[config.mk]
export PLATFORM = sky130hd
export DESIGN_NAME = ip_rx
export DESIGN_NICKNAME = d
export VERILOG_FILES = /design/src/rtl/ip_rx_pkg.sv /design/src/rtl/ip_checksum_acc.sv /design/src/rtl/ip_rx.sv
export SDC_FILE = /design/constraint.sdc
export NUM_CORES = 1
export LEC_CHECK = 0
export CORE_MARGIN = 4
export CORE_UTILIZATION = 59
export CTS_CLUSTER_DIAMETER = 50
export DETAILED_ROUTE_END_ITERATION = 12
export PLACE_DENSITY = 0.81
export SLEW_MARGIN = 20
export SYNTH_ARGS = -nofsm -noshare
export SYNTH_HDL_FRONTEND = slang
export SYNTH_SLANG_ARGS = --single-unit
[constraint.sdc]
create_clock -name i_clk -period 11.6 [get_ports i_clk]
set_input_delay 2.32 -clock i_clk [delete_from_list [all_inputs] [get_ports i_clk]]
set_output_delay 2.32 -clock i_clk [all_outputs]
set_load 0.01 [all_outputs]
[src/rtl/ip_rx_pkg.sv]
// Shared constants, header byte offsets and FSM state type for the IPv4 receive stage.
package ip_rx_pkg;

    localparam logic [15:0] ETH_TYPE_IPV4 = 16'h0800;
    localparam logic [3:0]  IP_VERSION    = 4'd4;
    localparam logic [3:0]  IHL_MIN       = 4'd5;

    localparam logic [15:0] TOTLEN_OFS = 16'd2;
    localparam logic [15:0] FRAG_OFS   = 16'd6;
    localparam logic [15:0] PROTO_OFS  = 16'd9;
    localparam logic [15:0] SRC_OFS    = 16'd12;
    localparam logic [15:0] DST_OFS    = 16'd16;

    typedef enum logic [1:0] {
        IDLE,
        HDR,
        PAYLOAD,
        DROP
    } ip_rx_state_t;

    // Header length in bytes from the IHL field (32-bit words).
    function automatic logic [15:0] hdr_bytes(input logic [3:0] ihl);
        return {10'd0, ihl, 2'b00};
    endfunction

endpackage

[src/rtl/ip_checksum_acc.sv]
// Byte-serial one's-complement accumulator for the IPv4 header checksum.
// o_sum is the twice-folded sum including the byte currently on i_data.
module ip_checksum_acc (
    input  logic        i_clk,
    input  logic        i_rst,
    input  logic        i_clr,
    input  logic        i_en,
    input  logic [7:0]  i_data,
    output logic [15:0] o_sum
);

    logic [31:0] acc;
    logic [7:0]  hi_byte;
    logic        odd;

    logic [31:0] base;
    logic        odd_base;
    logic [31:0] acc_ahead;
    logic [16:0] fold1;

    // NOTE: every signal assigned in always_comb gets a default first so no latch is inferred.
    always_comb begin
        base      = i_clr ? 32'd0 : acc;
        odd_base  = i_clr ? 1'b0 : odd;
        acc_ahead = base;
        if (i_en) begin
            acc_ahead = odd_base ? base + {16'd0, hi_byte, i_data}
                                 : base + {16'd0, i_data, 8'h00};
        end
        fold1 = {1'b0, acc_ahead[15:0]} + {1'b0, acc_ahead[31:16]};
        o_sum = fold1[15:0] + {15'd0, fold1[16]};
    end

    // NOTE: sequential state uses non-blocking assignments only.
    always_ff @(posedge i_clk) begin
        if (i_rst) begin
            acc     <= '0;
            hi_byte <= '0;
            odd     <= 1'b0;
        end else if (i_en) begin
            if (odd_base) begin
                acc <= acc_ahead;
                odd <= 1'b0;
            end else begin
                acc     <= base;
                hi_byte <= i_data;
                odd     <= 1'b1;
            end
        end else if (i_clr) begin
            acc <= '0;
            odd <= 1'b0;
        end
    end

endmodule

[src/rtl/ip_rx.sv]
// IPv4 receive stage: parses and validates the header, filters on destination IP,
// strips Ethernet padding and forwards the payload with registered metadata.
module ip_rx
    import ip_rx_pkg::*;
#(
    parameter logic [31:0] P_TARGET_IP      = {8'd192, 8'd168, 8'd1, 8'd100},
    parameter bit          P_CHECKSUM_CHECK = 1'b1
) (
    input  logic        i_clk,
    input  logic        i_rst,
    input  logic [31:0] i_target_ip,
    input  logic        i_target_ip_valid,
    input  logic [15:0] i_mac_type,
    input  logic [7:0]  i_mac_data,
    input  logic        i_mac_last,
    input  logic        i_mac_valid,
    output logic [7:0]  o_ip_protocol,
    output logic [31:0] o_ip_src_ip,
    output logic [15:0] o_ip_data_len,
    output logic [7:0]  o_ip_data,
    output logic        o_ip_last,
    output logic        o_ip_valid,
    output logic        o_ip_err
);

    ip_rx_state_t state;
    logic [15:0]  cnt;
    logic [15:0]  rem;
    logic [31:0]  local_ip;

    logic [3:0]   ver;
    logic [3:0]   ihl;
    logic [15:0]  tot_len;
    logic [13:0]  frag;
    logic [7:0]   proto;
    logic [31:0]  src_ip;
    logic [31:0]  dst_ip;

    logic [15:0]  csum;
    logic         csum_clr;
    logic         csum_en;

    logic [15:0]  hdr_len;
    logic         hdr_last;
    logic [31:0]  dst_now;
    logic [15:0]  data_len;
    logic         hdr_ok;

    assign csum_clr = (state == IDLE);
    assign csum_en  = i_mac_valid &&
                      (((state == IDLE) && (i_mac_type == ETH_TYPE_IPV4)) || (state == HDR));

    ip_checksum_acc u_csum (
        .i_clk  (i_clk),
        .i_rst  (i_rst),
        .i_clr  (csum_clr),
        .i_en   (csum_en),
        .i_data (i_mac_data),
        .o_sum  (csum)
    );

    // A short IHL still parses the fixed 20-byte header, then fails the IHL check.
    always_comb begin
        hdr_len  = hdr_bytes(ihl);
        hdr_last = (ihl < IHL_MIN) ? (cnt == DST_OFS + 16'd3) : (cnt == hdr_len - 16'd1);
        dst_now  = (cnt == DST_OFS + 16'd3) ? {dst_ip[23:0], i_mac_data} : dst_ip;
        data_len = tot_len - hdr_len;
        hdr_ok   = (ver == IP_VERSION) && (ihl >= IHL_MIN) && (tot_len >= hdr_len) &&
                   (frag == 14'd0) &&
                   ((dst_now == local_ip) || (dst_now == 32'hFFFF_FFFF)) &&
                   (!P_CHECKSUM_CHECK || (csum == 16'hFFFF));
    end

    always_ff @(posedge i_clk) begin
        if (i_rst) begin
            state         <= IDLE;
            cnt           <= '0;
            rem           <= '0;
            local_ip      <= P_TARGET_IP;
            ver           <= '0;
            ihl           <= '0;
            tot_len       <= '0;
            frag          <= '0;
            proto         <= '0;
            src_ip        <= '0;
            dst_ip        <= '0;
            o_ip_protocol <= '0;
            o_ip_src_ip   <= '0;
            o_ip_data_len <= '0;
            o_ip_data     <= '0;
            o_ip_last     <= 1'b0;
            o_ip_valid    <= 1'b0;
            o_ip_err      <= 1'b0;
        end else begin
            o_ip_valid <= 1'b0;
            o_ip_last  <= 1'b0;
            o_ip_err   <= 1'b0;

            if (i_target_ip_valid) local_ip <= i_target_ip;

            cnt <= (i_mac_valid && !i_mac_last) ? cnt + 16'd1 : 16'd0;

            if (i_mac_valid && (state == IDLE || state == HDR)) begin
                if (cnt == 16'd0)               {ver, ihl}     <= i_mac_data;
                if (cnt == TOTLEN_OFS)          tot_len[15:8]  <= i_mac_data;
                if (cnt == TOTLEN_OFS + 16'd1)  tot_len[7:0]   <= i_mac_data;
                if (cnt == FRAG_OFS)            frag[13:8]     <= i_mac_data[5:0];
                if (cnt == FRAG_OFS + 16'd1)    frag[7:0]      <= i_mac_data;
                if (cnt == PROTO_OFS)           proto          <= i_mac_data;
                if (cnt >= SRC_OFS && cnt < SRC_OFS + 16'd4) src_ip <= {src_ip[23:0], i_mac_data};
                if (cnt >= DST_OFS && cnt < DST_OFS + 16'd4) dst_ip <= {dst_ip[23:0], i_mac_data};
            end

            case (state)
                IDLE: begin
                    if (i_mac_valid) begin
                        if (i_mac_type == ETH_TYPE_IPV4) begin
                            if (i_mac_last) o_ip_err <= 1'b1;
                            else            state    <= HDR;
                        end else if (!i_mac_last) begin
                            state <= DROP;
                        end
                    end
                end

                HDR: begin
                    if (!i_mac_valid) begin
                        o_ip_err <= 1'b1;
                        state    <= IDLE;
                    end else if (hdr_last) begin
                        if (hdr_ok) begin
                            o_ip_protocol <= proto;
                            o_ip_src_ip   <= src_ip;
                            o_ip_data_len <= data_len;
                            rem           <= data_len;
                            // Empty payload: swallow any Ethernet padding instead of reparsing it.
                            if (data_len == 16'd0) begin
                                state <= i_mac_last ? IDLE : DROP;
                            end else if (i_mac_last) begin
                                o_ip_err <= 1'b1;
                                state    <= IDLE;
                            end else begin
                                state <= PAYLOAD;
                            end
                        end else begin
                            state <= i_mac_last ? IDLE : DROP;
                        end
                    end else if (i_mac_last) begin
                        o_ip_err <= 1'b1;
                        state    <= IDLE;
                    end
                end

                PAYLOAD: begin
                    if (!i_mac_valid) begin
                        // The final byte has already left; only the error can still be flagged.
                        o_ip_err <= 1'b1;
                        state    <= IDLE;
                    end else begin
                        o_ip_valid <= 1'b1;
                        o_ip_data  <= i_mac_data;
                        rem        <= rem - 16'd1;
                        if (rem == 16'd1) begin
                            o_ip_last <= 1'b1;
                            state     <= i_mac_last ? IDLE : DROP;
                        end else if (i_mac_last) begin
                            o_ip_last <= 1'b1;
                            o_ip_err  <= 1'b1;
                            state     <= IDLE;
                        end
                    end
                end

                DROP: begin
                    if (!i_mac_valid || i_mac_last) state <= IDLE;
                end

                default: state <= IDLE;
            endcase
        end
    end

endmodule
==> metrics.md <==
| Metric | Value |
|---|---|
| Clk_skew | `0.0132 ns` |
| WP data arrival | `10.44 ns` |
| Max cap viols | `0` |
| Setup slack, reg-to-reg | `2.21 ns` |
| Clock Path Buffers | `3` |
| Setup TNS Final | `0 ns` |
| Multi-input logic area | `9030 sq um` |
| Post-synthesis sequential area ratio | `0.368` |
| Crit path to | `o_ip_src_ip[30]` |
| Post-synth cell types | `86` |
| Reg area | `5690 sq um` |
| Area delta synth->final | `17.0%` |
| Die extent in y | `170 um` |
| Share of post-route cells with drive strength above 1 | `0.0556` |
| CP max FO | `15` |
| Worst-skew pair later-pin latency | `0.53 ns` |
| Nets | `2081` |
| Vias per std cell | `6.00` |
| Post_cts resized | `0` |
| Antenna cell count | `0` |
| CP max stage cell | `clkdlybuf4s50_1` |
| First-pass GRT wire length | `68.6 mm` |
| Power share of the sequential group | `0.432` |
| P per Cell Area | `128 nW/um^2` |
| Top cells by area, synth | `dfxtp_1 37%, mux2i_1 9.6%, nor2_1 6.4%` |
| Iter 0 DRT Violations | `1380` |
| Switching Fraction | `0.239` |
| Number of port buffers | `127` |
| CTS tree | `done` |
| Synthesized instance count | `1895` |
| Fill cells | `2033` |
| Ys async rst share | `0` |
| Post-Syn Area per Cell | `8.15 sq um` |
| Critical path class | `input pin to flip-flop` |
| Placed Cells incl. Taps | `2262` |
| R2r worst-path depth | `37` |
| CP endpoint kind | `flip-flop` |
| Mean routed wirelength per cell | `18.5 um` |
| Gr usage total | `0.289` |
| Count of final setup violators | `0` |
| Logic pwr share | `0.074` |
| Highest Clock Rate | `0.0994 GHz` |
| Final HPWL DP | `30.1 mm` |
| Area share of the leading cell type in the synthesized netlist | `0.368` |
| Worst reg2reg endpoint | `o_ip_src_ip[30]` |
| Final wirelength | `43.0 mm` |
| Setup crit start | `i_mac_data[0]` |
| Worst path max stage delay | `0.59 ns` |
| Yosys reg bits | `284` |
| Final Max Slew Viols | `0` |
| Maximum VDD drop | `0.000134 V` |
| DRC viols | `0` |
| GPL Wtd Cong | `0.995` |
| Leakage | `6.65 nW` |
| CTS clk-pin slew, worst paths | `0.06 ns` |
| H-tree depth | `2` |
| Clock Power Share | `0.493` |
| Die Wd | `170 um` |
| Status | `finished clean` |
| Core ar. | `25500 sq um` |
| Mapped Area | `15500 sq um` |
| DRT Pass-1 Iters | `7` |
| Crit path time final | `10.06 ns` |
| TritonCTS buffer count | `35` |
| Root Buffer | `clkbuf_16` |
| I/O pin count | `128` |
| Worst EP required | `11.98 ns` |
| Synth warnings | `0` |
| Die area | `28800 sq um` |
| Int Power | `1.77 mW` |
| Hold WC Path Type | `flip-flop to flip-flop` |
| Post-synth top flop | `dfxtp_1` |
| EDFF count, synth | `0` |
| Final Hold Fails | `0` |
| Count leader, synth | `dfxtp_1` |
| Initial antenna violation count | `0` |
| Final non-filler cell total | `2325` |
| Vias in the first global route | `13257` |
| Worst-margin pin slew | `0.936 ns` |
| Worst rel slew slack | `0.376` |
| Post-synth top area cell | `dfxtp_1` |
| Period utilisation layout | `0.867` |
| Worst setup SP type | `input pin` |
| Antenna Nets Post-Route | `0` |
| Post-CTS Setup Repair Bufs | `0` |
| Worst r2r src | `state[0]` |
| Grt ovf | `0` |
| RSZ-0062 raised after global routing | `no` |
| # hold bufs at CTS | `0` |
| Most common library cells after synthesis | `284 x dfxtp_1, 265 x nor2_1, 224 x nand2_1, 148 x mux2i_1, 139 x a21oi_1` |
| Sw Pwr | `0.554 mW` |
| Syn Nets | `2007` |
| Clock Sinks | `284` |
| Num rows | `58` |
| Via count | `13943` |
| Pin count of the biggest net entering global routing | `91` |
| Initial core utilization | `0.607` |
==> placed cells by master, fill, tap and decap left out, drive strengths merged, types with 5 or more instances in the layout <==
cell	instances
dfxtp	284
nor2	266
nand2	224
mux2i	148
a21oi	139
clkdlybuf4s50	125
xnor2	75
nand3	65
inv	63
o21ai	61
xor2	51
ha	48
clkbuf	44
nor3	36
nand4	27
buf	27
and2	24
nand2b	20
nor4	19
nor2b	17
o211ai	17
and3	17
a211oi	13
a21o	11
or3	11
clkinv	11
a31oi	10
o22ai	10
o31ai	10
a221oi	9
nor3b	7
nor4b	5
a22oi	5
maj3	5
bufinv	5
==> metal layers <==
metal  track usage  up-vias  part of all wire
li1              -     6734                 -
met1         0.388     6555              0.43
met2         0.471      542              0.46
met3        0.0499      112             0.078
met4         0.102        0             0.035
met5             0        -                 0
==> metrics by stage <==
stage | setup WS (ns) | cell area (sq um) | power (mW) | util | hold WS, ns
after global routing | 0.918 | 18100 | 2.39 | 0.710 | 0.470
after CTS | 1.54 | 18100 | 2.33 | 0.710 | 0.458
final | 1.54 | 18100 | 2.32 | 0.710 | 0.455
after detailed placement | 1.07 | 16800 | 1.19 | 0.661 | 0.450
after floorplan | 2.62 | 15500 | 1.13 | - | 0.436
after global placement | 1.30 | 16800 | 1.19 | 0.661 | 0.443
==> registers in the layout, indices dropped and copies added, names as in the netlist <==
name            count
cnt                16
dst_ip             32
frag               14
ihl                 4
local_ip           32
o_ip_data           8
o_ip_data_len      16
o_ip_err            1
o_ip_last           1
o_ip_protocol       8
o_ip_src_ip        32
o_ip_valid          1
proto               8
rem                16
src_ip             32
state               2
tot_len            16
u_csum.acc         32
u_csum.hi_byte      8
u_csum.odd          1
ver                 4
==> how the worst min path moves through the flow <==
stage | start | endpoint | slack (ns) | cells after the start
6_report | o_ip_data[0] | o_ip_data[0] | 0.46 | 2
5_1_grt | ver[0] | ver[0] | 0.47 | 2
2_1_floorplan | src_ip[24] | src_ip[24] | 0.44 | 2
4_1_cts | src_ip[31] | src_ip[31] | 0.46 | 2
3_3_place_gp | ver[0] | ver[0] | 0.44 | 2
3_5_place_dp | src_ip[31] | src_ip[31] | 0.45 | 2
==> critical path, delay by kind of cell <==
family	cells	cell delay [ns]
buffers and inverters	3	1.07
AO/OA/AOI/OAI	15	3.60
adder cells (fa/ha/maj)	5	1.41
AND/OR/NAND/NOR	9	1.72
XOR/XNOR	1	0.08
multiplexers	1	0.23
==> layout make-up <==
type                    instances  area share
flip-flops and latches        284       0.314
multi-input cells            1434       0.499
inverters                      62      0.0129
repair buffers                152      0.0819
clock inverters                19      0.0149
clock buffers                  44      0.0536
well taps                     330      0.0228
==> cells by family (layout without fill, tap and decap cells) <==
family                   Yosys count  in the layout  share of synthesized area
XOR/XNOR                         126            126                     0.0714
multiplexers                     152            152                     0.0988
flip-flops                       284            284                      0.368
AND/OR/NAND/NOR                  759            759                      0.227
adder cells (fa/ha/maj)           56             56                     0.0460
AO/OA/AOI/OAI                    341            341                      0.141
buffers and inverters            177            277                     0.0484
==> power by group through the flow <==
stage	clock [mW]	combinational (mW)	sequential, mW
5_1_grt	1.20	0.188	1.00
3_3_place_gp	0	0.166	1.02
6_report	1.15	0.173	1.00
4_1_cts	1.16	0.170	1.00
2_1_floorplan	0	0.110	1.02
3_5_place_dp	0	0.168	1.02
Power figures use the tool's default switching activity.
